<file path="src/rtl/mem_wb_stage_pkg.sv">
// Shared codes for the MEM/WB stage: load types, write-back sources,
// reset PC.
package mem_wb_stage_pkg;

  typedef enum logic [2:0] {
    DM_WORD  = 3'd0,
    DM_HALF  = 3'd1,
    DM_BYTE  = 3'd2,
    DM_HALFU = 3'd3,
    DM_BYTEU = 3'd4,
    DM_LEFT  = 3'd5,
    DM_RIGHT = 3'd6
  } dm_type_e;

  localparam logic [1:0] WB_ALU = 2'd0;
  localparam logic [1:0] WB_MEM = 2'd1;
  localparam logic [1:0] WB_PC8 = 2'd2;

  localparam logic [31:0] RESET_PC = 32'h0000_3000;

endpackage

</file>
<file path="src/rtl/mem_wb_stage_load_ext.sv">
// Load extraction: sub-word select with sign/zero extension,
// plus the lwl/lwr merge with the old rt value.
module load_ext
  import mem_wb_stage_pkg::*;
(
  input  logic [31:0] rdata,
  input  logic [1:0]  addr_lo,
  input  logic [2:0]  dm_type,
  input  logic [31:0] rt_old,
  output logic [31:0] ext_data
);

  logic [15:0] h;
  logic [7:0]  b;

  assign h = addr_lo[1] ? rdata[31:16] : rdata[15:0];
  assign b = rdata[{addr_lo, 3'b000} +: 8];

  always_comb begin
    ext_data = rdata;
    case (dm_type)
      DM_HALF:  ext_data = {{16{h[15]}}, h};
      DM_HALFU: ext_data = {16'h0, h};
      DM_BYTE:  ext_data = {{24{b[7]}}, b};
      DM_BYTEU: ext_data = {24'h0, b};
      DM_LEFT: begin
        case (addr_lo)
          2'd0: ext_data = {rdata[7:0], rt_old[23:0]};
          2'd1: ext_data = {rdata[15:0], rt_old[15:0]};
          2'd2: ext_data = {rdata[23:0], rt_old[7:0]};
          default: ext_data = rdata;
        endcase
      end
      DM_RIGHT: begin
        case (addr_lo)
          2'd1: ext_data = {rt_old[31:24], rdata[31:8]};
          2'd2: ext_data = {rt_old[31:16], rdata[31:16]};
          2'd3: ext_data = {rt_old[31:8], rdata[31:24]};
          default: ext_data = rdata;
        endcase
      end
      default: ext_data = rdata;
    endcase
  end

endmodule

</file>
<file path="src/rtl/mem_wb_stage.sv">
// MEM->WB pipeline register with load extraction, write-back select
// and a retired-instruction counter.
module mem_wb_stage
  import mem_wb_stage_pkg::*;
#(
  parameter logic [31:0] RESET_PC = mem_wb_stage_pkg::RESET_PC,
  parameter int          CNT_W    = 32
) (
  input  logic             clk,
  input  logic             reset,
  input  logic             en,
  input  logic             flush,
  input  logic             M_valid,
  input  logic [31:0]      M_pc,
  input  logic [1:0]       M_addr_lo,
  input  logic [2:0]       M_dm_type,
  input  logic [31:0]      M_rdata,
  input  logic [31:0]      M_rt_old,
  input  logic [31:0]      M_alu_res,
  input  logic [1:0]       M_wb_sel,
  input  logic             M_reg_we,
  input  logic [4:0]       M_reg_addr,
  output logic             W_valid,
  output logic [31:0]      W_pc,
  output logic             W_reg_we,
  output logic [4:0]       W_reg_addr,
  output logic [31:0]      W_wd,
  output logic [CNT_W-1:0] retire_cnt
);

  logic        valid;
  logic [31:0] pc;
  logic [1:0]  addr_lo;
  logic [2:0]  dm_type;
  logic [31:0] rdata;
  logic [31:0] rt_old;
  logic [31:0] alu_res;
  logic [1:0]  wb_sel;
  logic        reg_we;
  logic [4:0]  reg_addr;
  logic [31:0] ext_data;

  always_ff @(posedge clk) begin
    if (reset || flush) begin
      valid    <= 1'b0;
      pc       <= RESET_PC;
      addr_lo  <= 2'd0;
      dm_type  <= DM_WORD;
      rdata    <= 32'h0;
      rt_old   <= 32'h0;
      alu_res  <= 32'h0;
      wb_sel   <= WB_ALU;
      reg_we   <= 1'b0;
      reg_addr <= 5'd0;
    end else if (en) begin
      valid    <= M_valid;
      pc       <= M_pc;
      addr_lo  <= M_addr_lo;
      dm_type  <= M_dm_type;
      rdata    <= M_rdata;
      rt_old   <= M_rt_old;
      alu_res  <= M_alu_res;
      wb_sel   <= M_wb_sel;
      reg_we   <= M_reg_we;
      reg_addr <= M_reg_addr;
    end
  end

  // Flush squashes the bubble but keeps the count of what already retired.
  always_ff @(posedge clk) begin
    if (reset)
      retire_cnt <= '0;
    else if (!flush && en && M_valid)
      retire_cnt <= retire_cnt + CNT_W'(1);
  end

  load_ext u_load_ext (
    .rdata    (rdata),
    .addr_lo  (addr_lo),
    .dm_type  (dm_type),
    .rt_old   (rt_old),
    .ext_data (ext_data)
  );

  always_comb begin
    W_wd = alu_res;
    case (wb_sel)
      WB_MEM:  W_wd = ext_data;
      WB_PC8:  W_wd = pc + 32'd8;
      default: W_wd = alu_res;
    endcase
  end

  assign W_valid    = valid;
  assign W_pc       = pc;
  assign W_reg_addr = reg_addr;
  assign W_reg_we   = reg_we & valid & (reg_addr != 5'd0);

endmodule
</file>
<file path="config.mk">
export PLATFORM = sky130hd
export DESIGN_NAME = mem_wb_stage
export DESIGN_NICKNAME = d
export VERILOG_FILES = /design/src/rtl/mem_wb_stage_pkg.sv /design/src/rtl/mem_wb_stage_load_ext.sv /design/src/rtl/mem_wb_stage.sv
export SDC_FILE = /design/constraint.sdc
export NUM_CORES = 1
export LEC_CHECK = 0
export ABC_AREA = 1
export BUFFER_PORTS_ARGS = -buffer_cell sky130_fd_sc_hd__buf_2
export CAP_MARGIN = 0
export CORE_AREA = 10 10 209 191
export CTS_BUF_LIST = sky130_fd_sc_hd__clkbuf_8
export CTS_CLUSTER_DIAMETER = 100
export DETAILED_ROUTE_END_ITERATION = 10
export DIE_AREA = 0 0 219 201
export PLACE_DENSITY = 0.48
export RECOVER_POWER = 100
export SKIP_LAST_GASP = 1
export SLEW_MARGIN = 20
export SYNTH_ARGS = -nofsm -noshare
export SYNTH_HDL_FRONTEND = slang
export SYNTH_SLANG_ARGS = --single-unit
</file>
<file path="constraint.sdc">
create_clock -name clk -period 2.3 [get_ports clk]
set_input_delay 0.115 -clock clk [delete_from_list [all_inputs] [get_ports clk]]
set_output_delay 0.115 -clock clk [all_outputs]
set_load 0.05 [all_outputs]
</file>
==> implementation parameters <==
Parameter                              Value

Status
  Result of the run    finished with violations
  Violations in the final reports    setup timing

Clock tree
  TritonCTS Buffers    17
  Cell at the root of the clock tree    clkbuf_8
  Clock slew seen by the registers of the worst setup and hold paths    0.09 ns
  Number of H-tree levels    4
  CTS tree    built
  Clk buf depth    2
  Number of clock sinks    174
  Clock latency reported for the late side of the worst-skew pair    0.52 ns

Floorplanning
  Initial Util    29.5%
  Placeable core region    0.0357 mm²
  Die X-Extent    219 µm
  Core Rows    66
  Die height    201 µm
  Full die area    0.0440 mm²
  Number of primary I/O pins    249

Final layout
  Number of nets at the end of the flow    2334
  Area used by multi-input combinational logic    0.00660 mm²
  Ratio of cells with drive above 1 in the final layout    20.4%
  Synth-to-Final Area Change    46.8%
  Final cell area excluding filler cells    0.0155 mm²
  Final antenna diode count    0
  FF/Latch Area    0.00353 mm²
  Filler instances    3959

Worst hold path
  Worst hold path type    input port to flip-flop

Timing
  Period utilisation layout    105%
  # setup viols final    25
  Slew Viols, Final    0
  Total Neg Setup Slack    -1.00 ns
  Relative max-transition margin    30.9%
  Final-layout worst hold slack    0.0309 ns
  Final-report hold violation count    0
  Worst slew pin tran    1.04 ns
  RSZ-0062 raised after global routing    true
  Maximum clock skew at final layout    0.00919 ns
  Worst-case setup margin in the final layout    -0.119 ns
  Upper clock frequency limit    413 MHz
  Min Tclk post-route    2.42 ns

Setup path
  Combined buffer and inverter count along the critical path    4
  Setup CP Type    flip-flop to output pin
  Arr. time, crit path    2.30 ns
  Maximum single-stage delay on the critical path    0.42 ns
  Cell-by-cell trace of the critical path    buf_12 > nand2_4 > inv_6 > buf_12 > nand2_1 > nand2_1 > nor2_1 > nor2_1 > nand3_1 > nand2_1 > nand2_1 > nand2_1 > nand2_2 > buf_8
  Maximum fanout along the worst path    7
  Setup crit end kind    output pin
  Top cell by count, worst path    nand2_1
  Crit path max-delay cell type    dfxtp_4
  Startpoint Class    flip-flop
  WP data required    2.18 ns
  CP delay by family, top    simple AND/OR/NAND/NOR gates

Power and ir drop
  VDD IR-drop max    0.398 mV
  Final Total Pwr    7.17 mW
  Power per Cell Area    464 mW/mm²
  Static leakage    6.08 nW

Synth
  Post-synth top area cell    dfxtp_1
  Number of nets in the synthesized netlist    1931
  Post-synth cell types    36
  Async SR Flop Fraction    0%
  Post-Syn Area    0.0105 mm²
  Number of enable-type register cells in the synthesized netlist    0
  Sequential share of the synthesized area    33.1%
  Synthesized instance count    1781
  Synthesis warning total    0
  Dominant synthesized flop cell    dfxtp_1
  Top cell type's share of synthesized area    33.1%
  Cell types with the largest area share after synthesis    dfxtp_1, nand2_1, a21oi_1, nor2_1, o21ai_0
  Post-Synthesis Mean Instance Area    5.91 µm²
  Flip-flop and latch count after synthesis    174

Flow run
  Max-capacitance violation count    0

Detailed routing
  Avg Vias per Cell    4.98
  DRC violation total after the first TritonRoute iteration    1003
  1st-pass router iterations    8
  Routed wire length    52400 µm
  Number of vias after detailed routing    13300
  Post-DR wirelength/cell    19.6 µm
  Remaining antenna violation count    0
  Number of design rule violations left after detail routing    0

GRT
  Total gr overflow    0
  Pin count of the biggest net entering global routing    59
  Number of antenna violations at the first check in global routing    0
  Total global-route track usage    23.2%
  Via count of the first global-routing pass    13100
  Wire length of the first global-routing pass    79100 µm

Place
  Quantity of I/O buffers inserted on ports    248
  Total half-perimeter wirelength after legalization and detailed placement    38700 µm
  Routability-driven placement congestion ratio    0.925
  Instance area after placement    0.0125 mm²
-- where the power goes --
part / internal [mW] / switching, mW / leakage [nW]
clock network: 0.927 / 1.22 / 0.193
registers: 3.10 / 0.0940 / 1.43
logic: 0.702 / 1.12 / 4.46
total: 4.73 / 2.44 / 6.08
-- final timing paths --
check           startpoint             end  slack (ns)  cells past startpoint
max reg2reg  retire_cnt[2]  retire_cnt[17]        0.25                      9
max             addr_lo[0]        W_wd[14]       -0.12                     14
min reg2reg    alu_res[18]     alu_res[18]        0.46                      2
min            M_rdata[13]       rdata[13]        0.03                      3
-- Yosys cell counts (2+ instances only) --
master	n
nand2_1	625
a21oi_1	247
nor2_1	221
dfxtp_1	174
o21ai_0	131
inv_1	110
nand3_1	80
clkbuf_1	55
buf_2	28
nand4_1	13
nand3b_1	12
o211ai_1	12
buf_4	8
nor2_2	7
buf_6	6
o21bai_1	6
nand2_2	5
o22ai_1	5
ha_1	4
o21ai_1	4
xor2_1	4
a31oi_1	3
inv_2	3
nor2_4	3
buf_1	2
clkinv_1	2
nand3_2	2
-- worst register-to-register path, cell delays in order (launching register included) --
cell     delay (ns)
dfxtp_1        0.41
nand2_1        0.09
nor2_1         0.28
nand3_1        0.18
nor2_1         0.35
nand2_1        0.19
nor2_1         0.22
nand3_1        0.09
nand2_1        0.08
nor2_1         0.04
-- layout make-up --
class	count	area share, %
well taps	476	3.85
flip-flops and latches	174	22.8
clock buffers	20	1.78
repair buffers	483	25.4
multi-input cells	1393	42.7
clock inverters	11	0.607
inverters	115	2.89
-- metal layers --
| metal | vias to the layer above | share of wire [%] | track usage (%) |
|---|---|---|---|
| li1 | 6569 | - | - |
| met1 | 6185 | 45 | 30.8 |
| met2 | 488 | 45 | 36.6 |
| met3 | 70 | 7.4 | 5.12 |
| met4 | 0 | 2.6 | 6.97 |
| met5 | - | 0 | 0 |
-- stage by stage --
| stage | util [%] | setup slack [ns] | std cells |
|---|---|---|---|
| 2_1_floorplan | - | 0.0195 | 1781 |
| 3_3_place_gp | 35.0 | 0.104 | 2465 |
| 3_5_place_dp | 35.0 | 0.105 | 2465 |
| 4_1_cts | 42.1 | -0.122 | 2658 |
| 5_1_grt | 43.3 | -0.234 | 2672 |
| 6_report | 43.3 | -0.119 | 2672 |
-- placed cells by master, fill, tap and decap left out, types with 4 or more instances in the layout --
cell type,n
a21oi_1,228
a21oi_2,19
buf_12,17
buf_2,144
buf_4,49
buf_6,35
buf_8,6
clkbuf_1,76
clkbuf_16,4
clkbuf_2,4
clkbuf_8,20
dfxtp_1,156
dfxtp_2,10
dfxtp_4,8
dlygate4sd3_1,141
inv_1,109
inv_2,4
inv_6,4
nand2_1,583
nand2_2,40
nand2_4,6
nand3_1,69
nand3_2,10
nand3b_1,12
nand4_1,13
nor2_1,189
nor2_2,32
nor2_4,10
o211ai_1,12
o21ai_0,116
o21ai_1,16
o21bai_1,6
o22ai_1,5
xor2_1,4
-- sequential cells by signal (all words and copies together), names as in the netlist --
name        cells
reg_we          1
retire_cnt     32
alu_res        32
rdata          32
W_pc           32
W_reg_addr      5
rt_old         32
W_valid         1
wb_sel          2
addr_lo         2
dm_type         3
-- logic make-up (layout without fill, tap and decap cells) --
kind of cell / after synthesis / count (layout) / share of synthesized area, %
XOR/XNOR: 5 / 5 / 0.416
adder cells (fa/ha/maj): 4 / 4 / 0.476
buffers and inverters: 214 / 629 / 8.68
AND/OR/NAND/NOR: 972 / 972 / 37.1
AO/OA/AOI/OAI: 412 / 412 / 20.2
flip-flops: 174 / 174 / 33.1
-- timing repair --
action | in CTS | in global routing
resized for setup | 147 | 139
hold buffers | 141 | 0
gates cloned | 6 | 6
setup endpoints to repair | 32 | 32
hold endpoints to repair | 142 | 0
setup buffers | 15 | 8
pin swaps | 14 | 65
No activity file was read; power rests on OpenSTA's default activity.
